`config.mk`:
```
export PLATFORM = sky130hd
export DESIGN_NAME = spi_slave
export DESIGN_NICKNAME = d
export VERILOG_FILES = /design/src/rtl/spi_pkg.sv /design/src/rtl/spi_edge_sync.sv /design/src/rtl/spi_slave.sv
export SDC_FILE = /design/constraint.sdc
export NUM_CORES = 1
export LEC_CHECK = 0
export ABC_AREA = 1
export BUFFER_PORTS_ARGS = -buffer_cell sky130_fd_sc_hd__buf_2
export CORE_ASPECT_RATIO = 0.6
export CORE_MARGIN = 3
export CORE_UTILIZATION = 59
export DETAILED_ROUTE_END_ITERATION = 8
export GPL_ROUTABILITY_DRIVEN = 1
export PLACE_DENSITY = 0.94
export SYNTH_ARGS = -nofsm -noshare
export SYNTH_HDL_FRONTEND = slang
export SYNTH_HIERARCHICAL = 1
export SYNTH_SLANG_ARGS = --single-unit
```
`constraint.sdc`:
```
create_clock -name clk -period 2.8 [get_ports clk]
set_clock_uncertainty 0.05 [all_clocks]
set_input_delay 0.7 -clock clk [delete_from_list [all_inputs] [get_ports clk]]
set_output_delay 0.7 -clock clk [all_outputs]
set_load 0.02 [all_outputs]
```
`src/rtl/spi_pkg.sv`:
```
// Shared types and defaults for the SPI responder: FSM states and sck edge kinds.
package spi_pkg;

    localparam int DATA_W_DEF = 8;

    typedef enum logic {
        IDLE,
        ACTIVE
    } state_e;

    typedef enum logic [1:0] {
        EDGE_NONE,
        EDGE_RISE,
        EDGE_FALL
    } sck_edge_e;

endpackage

```
`src/rtl/spi_edge_sync.sv`:
```
// Optional synchronizer stages on sck/cs/mosi, followed by sck edge detection
// against the previous-cycle sck value.
module spi_edge_sync #(
    parameter int SYNC_STAGES = 0
) (
    input  logic clk,
    input  logic reset,
    input  logic sck_i,
    input  logic cs_i,
    input  logic mosi_i,
    output logic cs_o,
    output logic mosi_o,
    output logic rise_o,
    output logic fall_o
);

    logic sck_s;
    logic sck_q;

    if (SYNC_STAGES == 0) begin : g_direct
        assign sck_s  = sck_i;
        assign cs_o   = cs_i;
        assign mosi_o = mosi_i;
    end else begin : g_sync
        logic [SYNC_STAGES-1:0] sck_pipe_q;
        logic [SYNC_STAGES-1:0] cs_pipe_q;
        logic [SYNC_STAGES-1:0] mosi_pipe_q;

        // cs stages reset high so a reset never looks like a select.
        always_ff @(posedge clk) begin
            if (!reset) begin
                sck_pipe_q  <= '0;
                cs_pipe_q   <= '1;
                mosi_pipe_q <= '0;
            end else begin
                sck_pipe_q  <= SYNC_STAGES'({sck_pipe_q, sck_i});
                cs_pipe_q   <= SYNC_STAGES'({cs_pipe_q, cs_i});
                mosi_pipe_q <= SYNC_STAGES'({mosi_pipe_q, mosi_i});
            end
        end

        assign sck_s  = sck_pipe_q[SYNC_STAGES-1];
        assign cs_o   = cs_pipe_q[SYNC_STAGES-1];
        assign mosi_o = mosi_pipe_q[SYNC_STAGES-1];
    end

    // NOTE: sequential state uses non-blocking assignments so every flop samples pre-edge values.
    always_ff @(posedge clk) begin
        if (!reset) begin
            sck_q <= 1'b0;
        end else begin
            sck_q <= sck_s;
        end
    end

    assign rise_o = sck_s & ~sck_q;
    assign fall_o = ~sck_s & sck_q;

endmodule

```
`src/rtl/spi_slave.sv`:
```
// SPI responder on the master's clk: shifts words in on sck rise, returns the
// preloaded holding word MSB first on miso, shifting on sck fall.
module spi_slave
    import spi_pkg::*;
#(
    parameter int DATA_W      = DATA_W_DEF,
    parameter int SYNC_STAGES = 0
) (
    input  logic              clk,
    input  logic              reset,
    input  logic              sck,
    input  logic              cs,
    input  logic              mosi,
    output logic              miso,
    output logic              miso_oe,
    input  logic [DATA_W-1:0] tx_data,
    input  logic              tx_load,
    output logic              tx_empty,
    output logic [DATA_W-1:0] rx_data,
    output logic              rx_valid,
    output logic              overrun,
    input  logic              rx_ack,
    output logic              frame_err
);

    localparam int               CNT_W    = $clog2(DATA_W + 1);
    localparam logic [CNT_W-1:0] LAST_BIT = CNT_W'(DATA_W - 1);

    logic      cs_s;
    logic      mosi_s;
    logic      rise;
    logic      fall;
    sck_edge_e sck_edge;

    state_e            state_q,     state_d;
    logic [CNT_W-1:0]  bit_cnt_q,   bit_cnt_d;
    logic [DATA_W-1:0] tx_sr_q,     tx_sr_d;
    logic [DATA_W-1:0] rx_sr_q,     rx_sr_d;
    logic [DATA_W-1:0] hold_q,      hold_d;
    logic [DATA_W-1:0] rx_data_q,   rx_data_d;
    logic              tx_empty_q,  tx_empty_d;
    logic              rx_valid_q,  rx_valid_d;
    logic              overrun_q,   overrun_d;
    logic              frame_err_q, frame_err_d;
    logic              pending_q,   pending_d;
    logic              reload;

    spi_edge_sync #(
        .SYNC_STAGES(SYNC_STAGES)
    ) u_edge_sync (
        .clk    (clk),
        .reset  (reset),
        .sck_i  (sck),
        .cs_i   (cs),
        .mosi_i (mosi),
        .cs_o   (cs_s),
        .mosi_o (mosi_s),
        .rise_o (rise),
        .fall_o (fall)
    );

    always_comb begin
        sck_edge = EDGE_NONE;
        if (rise) begin
            sck_edge = EDGE_RISE;
        end else if (fall) begin
            sck_edge = EDGE_FALL;
        end
    end

    // NOTE: every signal written here gets a default first, so no path leaves one unassigned (no latches).
    always_comb begin
        state_d     = state_q;
        bit_cnt_d   = bit_cnt_q;
        tx_sr_d     = tx_sr_q;
        rx_sr_d     = rx_sr_q;
        hold_d      = hold_q;
        tx_empty_d  = tx_empty_q;
        rx_data_d   = rx_data_q;
        rx_valid_d  = 1'b0;
        overrun_d   = 1'b0;
        frame_err_d = 1'b0;
        pending_d   = rx_ack ? 1'b0 : pending_q;
        reload      = 1'b0;
        miso        = 1'b0;
        miso_oe     = 1'b0;

        case (state_q)
            IDLE: begin
                if (!cs_s) begin
                    reload    = 1'b1;
                    bit_cnt_d = '0;
                    rx_sr_d   = '0;
                    state_d   = ACTIVE;
                end
            end
            ACTIVE: begin
                miso    = tx_sr_q[DATA_W-1];
                miso_oe = 1'b1;
                if (cs_s) begin
                    // bit_cnt wraps to 0 on the last bit, so nonzero means a partial word.
                    state_d     = IDLE;
                    frame_err_d = (bit_cnt_q != '0);
                end else begin
                    case (sck_edge)
                        EDGE_RISE: begin
                            rx_sr_d = {rx_sr_q[DATA_W-2:0], mosi_s};
                            if (bit_cnt_q == LAST_BIT) begin
                                bit_cnt_d  = '0;
                                rx_data_d  = {rx_sr_q[DATA_W-2:0], mosi_s};
                                rx_valid_d = 1'b1;
                                overrun_d  = pending_q & ~rx_ack;
                                pending_d  = 1'b1;
                            end else begin
                                bit_cnt_d = bit_cnt_q + CNT_W'(1);
                            end
                        end
                        EDGE_FALL: begin
                            if (bit_cnt_q == '0) begin
                                reload = 1'b1;
                            end else begin
                                tx_sr_d = tx_sr_q << 1;
                            end
                        end
                        default: ;
                    endcase
                end
            end
        endcase

        // A reload consumes the old hold; a same-cycle tx_load then refills it.
        if (reload) begin
            tx_sr_d    = tx_empty_q ? '0 : hold_q;
            tx_empty_d = 1'b1;
        end
        if (tx_load) begin
            hold_d     = tx_data;
            tx_empty_d = 1'b0;
        end
    end

    always_ff @(posedge clk) begin
        if (!reset) begin
            state_q     <= IDLE;
            bit_cnt_q   <= '0;
            tx_sr_q     <= '0;
            rx_sr_q     <= '0;
            hold_q      <= '0;
            tx_empty_q  <= 1'b1;
            rx_data_q   <= '0;
            rx_valid_q  <= 1'b0;
            overrun_q   <= 1'b0;
            frame_err_q <= 1'b0;
            pending_q   <= 1'b0;
        end else begin
            state_q     <= state_d;
            bit_cnt_q   <= bit_cnt_d;
            tx_sr_q     <= tx_sr_d;
            rx_sr_q     <= rx_sr_d;
            hold_q      <= hold_d;
            tx_empty_q  <= tx_empty_d;
            rx_data_q   <= rx_data_d;
            rx_valid_q  <= rx_valid_d;
            overrun_q   <= overrun_d;
            frame_err_q <= frame_err_d;
            pending_q   <= pending_d;
        end
    end

    assign tx_empty  = tx_empty_q;
    assign rx_data   = rx_data_q;
    assign rx_valid  = rx_valid_q;
    assign overrun   = overrun_q;
    assign frame_err = frame_err_q;

endmodule

```
==> results.sh <==
export IMPL_power_density_nw_per_um2=588
export IMPL_nets=280
export IMPL_portBuffers=28
export IMPL_ys_async_sr_fraction_pct=0
export IMPL_first_pass_iters=4
export IMPL_critical_path_required_ns=2.05
export IMPL_gp_congestion=0.821
export IMPL_synth_most_common_cell="nand2_1"
export IMPL_setup_viol=0
export IMPL_cp_top_family="flip-flops"
export IMPL_grt_pass1_vias=1381
export IMPL_clock_fmax_ghz=0.573
export IMPL_tightest_slew_ns=0.468
export IMPL_drive_gt1_share_pct=19.3
export IMPL_cts_hold_buf=0
export IMPL_hold_viol=0
export IMPL_hold_class="reg -> reg"
export IMPL_cts_root_buf="clkbuf_8"
export IMPL_grt_pass1_wl_um=6230
export IMPL_avgViaCountPerCell=5.13
export IMPL_drt_iter0_markers=242
export IMPL_cts_made_buffers=5
export IMPL_dp_hpwl_um=2510
export IMPL_wl_per_cell_um=12.0
export IMPL_synth_seq_area_share_pct=47.8
export IMPL_arrival_ns=0.99
export IMPL_relSlewSlack_pct=68.8
export IMPL_overflow=0
export IMPL_ys_warnings_count=6
export IMPL_post_cts_resized=0
export IMPL_grt_max_degree=29
export IMPL_switching_power_uw=280
export IMPL_run_status="complete, no violations"
export IMPL_cpPeakStageDelay_ns=0.42
export IMPL_area_growth_pct=14.2
export IMPL_synth_cells=236
export IMPL_maxCapViolations=0
export IMPL_dp_cells=296
export IMPL_rsz0062_at_grt="false"
export IMPL_synth_largest_area_cell="dfxtp_1"
export IMPL_fin_cells=304
export IMPL_ir_drop_v=0.000420
export IMPL_swShare_pct=23.6
export IMPL_ys_types=23
export IMPL_antennaDiodeCount=0
export IMPL_ys_ff_latch=42
export IMPL_die_w_um=76.5
export IMPL_synth_area_leaders="dfxtp_1, nand2_1, nor2_1"
export IMPL_core_area_um2=2660
export IMPL_fillerInstances=217
export IMPL_crit_chain="nand2_1 > inv_1 > buf_2"
export IMPL_cts_sinks=42
export IMPL_num_rows=14
export IMPL_wl_um=3650
export IMPL_ff_latch_area_um2=841
export IMPL_post_route_period_util_pct=62.3
export IMPL_antenna_found_initial=0
export IMPL_top_level_ports=29
export IMPL_fin_tns_setup_ns=0
export IMPL_p_int_uw=903
export IMPL_synth_top_flop_cell="dfxtp_1"
export IMPL_syn_num_nets=253
export IMPL_maxSlewViolCount=0
export IMPL_crit_buf_inv=2
export IMPL_post_cts_buffers=0
export IMPL_total_leakage_power_uw=0.000935
export IMPL_drcViolationCount=0
export IMPL_clkTransAtPathRegs_ns=0.08
export IMPL_cts_buffer_depth=2
export IMPL_multiInputGateArea_um2=759
export IMPL_syn_area_um2=1760
export IMPL_synth_top_area_share_pct=47.8
export IMPL_worst_skew_pair_late_latency_ns=0.30
export IMPL_power_frac_clock_pct=40.6
export IMPL_grtUsageTotal_pct=20.9
export IMPL_initial_core_util_pct=66.1
export IMPL_startpoint_type="flop"
export IMPL_seq_power_share_pct=52.3
export IMPL_period_needed_ns=1.74
export IMPL_synth_edff_count=0
export IMPL_synthTopCellsByCount="nand2_1, dfxtp_1, nor2_1, inv_1, a21oi_1"
export IMPL_postRouteAntennaNets=0
export IMPL_h_tree_depth=2
export IMPL_cts_tree="built"
export IMPL_cp_slowest_cell="dfxtp_1"
export IMPL_via_count=1559
export IMPL_die_area_um2=3700
export IMPL_die_h_um=48.3
export IMPL_criticalPathCategory="reg -> out"
export IMPL_worstSetupEndpointType="primary output"
export IMPL_synth_area_per_cell_um2=7.46
export IMPL_crit_fanout=5
export IMPL_combPwrFrac_pct=7.1
==> power by group through the flow <==
| stage | Combinational (uW) | Clock [uW] | Sequential [uW] |
|---|---|---|---|
| CTS | 83.0 | 487 | 618 |
| floorplan | 60.3 | 0 | 632 |
| global placement | 80.3 | 0 | 631 |
| detailed placement | 81.8 | 0 | 632 |
| global route | 95.0 | 522 | 620 |
| finish | 84.0 | 481 | 618 |
==> stage by stage <==
| step | setup WS (ns) | hold slack [ns] | total power (uW) | area, um2 | utilization [%] |
|---|---|---|---|---|---|
| 3_5_place_dp | 0.894 | 0.416 | 714 | 1900 | 71.4 |
| 2_1_floorplan | 1.16 | 0.389 | 693 | 1760 | - |
| 5_1_grt | 0.970 | 0.450 | 1240 | 2010 | 75.5 |
| 4_1_cts | 1.06 | 0.430 | 1190 | 2010 | 75.5 |
| 6_report | 1.06 | 0.427 | 1180 | 2010 | 75.5 |
| 3_3_place_gp | 0.919 | 0.407 | 712 | 1900 | 71.4 |
==> path summary, 6_finish.rpt <==
check	start	to	slack, ns	cells after the start
max	state_q$_SDFF_PN0_	miso	1.06	3
max reg2reg	bit_cnt_q[1]$_SDFFE_PN0P_	rx_data[2]$_SDFFE_PN0P_	1.28	7
min reg2reg	pending_q$_SDFF_PN0_	overrun$_SDFF_PP0_	0.43	2
min	pending_q$_SDFF_PN0_	overrun$_SDFF_PP0_	0.43	2
==> state kept, by name (all words and copies together) (netlist names) <==
signal             cells
rx_valid               1
frame_err              1
pending_q              1
overrun                1
hold_q                 8
state_q                1
bit_cnt_q              4
rx_sr_q                7
tx_sr_q                8
u_edge_sync/sck_q      1
tx_empty               1
rx_data                8
==> final cells by class <==
class                   count  area share, %
repair buffers             29           7.34
clock inverters             2           1.87
multi-input cells         159           37.8
flip-flops and latches     42           41.8
clock buffers               6           3.61
well taps                  40           2.49
inverters                  26           5.10
==> worst min-delay path: stages, from the launching register on <==
cell     delay (ns)
dfxtp_1        0.30
nand2_1        0.08
nor3_2         0.05
==> cell usage in the layout (no fill, tap or decap), types with 2 or more instances in the layout <==
master / count
o21ai_0: 11
nor2_2: 2
dfxtp_1: 42
inv_1: 21
buf_2: 28
inv_2: 3
nand4_1: 9
o21ai_1: 7
nand2_4: 2
inv_4: 2
nand3b_1: 7
nand2_1: 45
nand2_2: 5
clkbuf_8: 5
nand3_1: 11
nor2_1: 42
ha_1: 2
a21oi_1: 14
==> kinds of logic after synthesis <==
logic type	share of synthesized area, %
simple gates	32.2
buf+inv	9.10
fa+ha+maj	1.42
flops	47.8
compound gates	9.52
==> per-layer routing <==
layer	vias to the layer above	global-route usage, %	share of wire [%]
met2	54	28.1	40
met4	0	4.82	0.77
met1	701	30.5	52
met3	2	8.89	7.5
li1	802	-	-
met5	-	0	0
(Power assumes the default switching activity.)
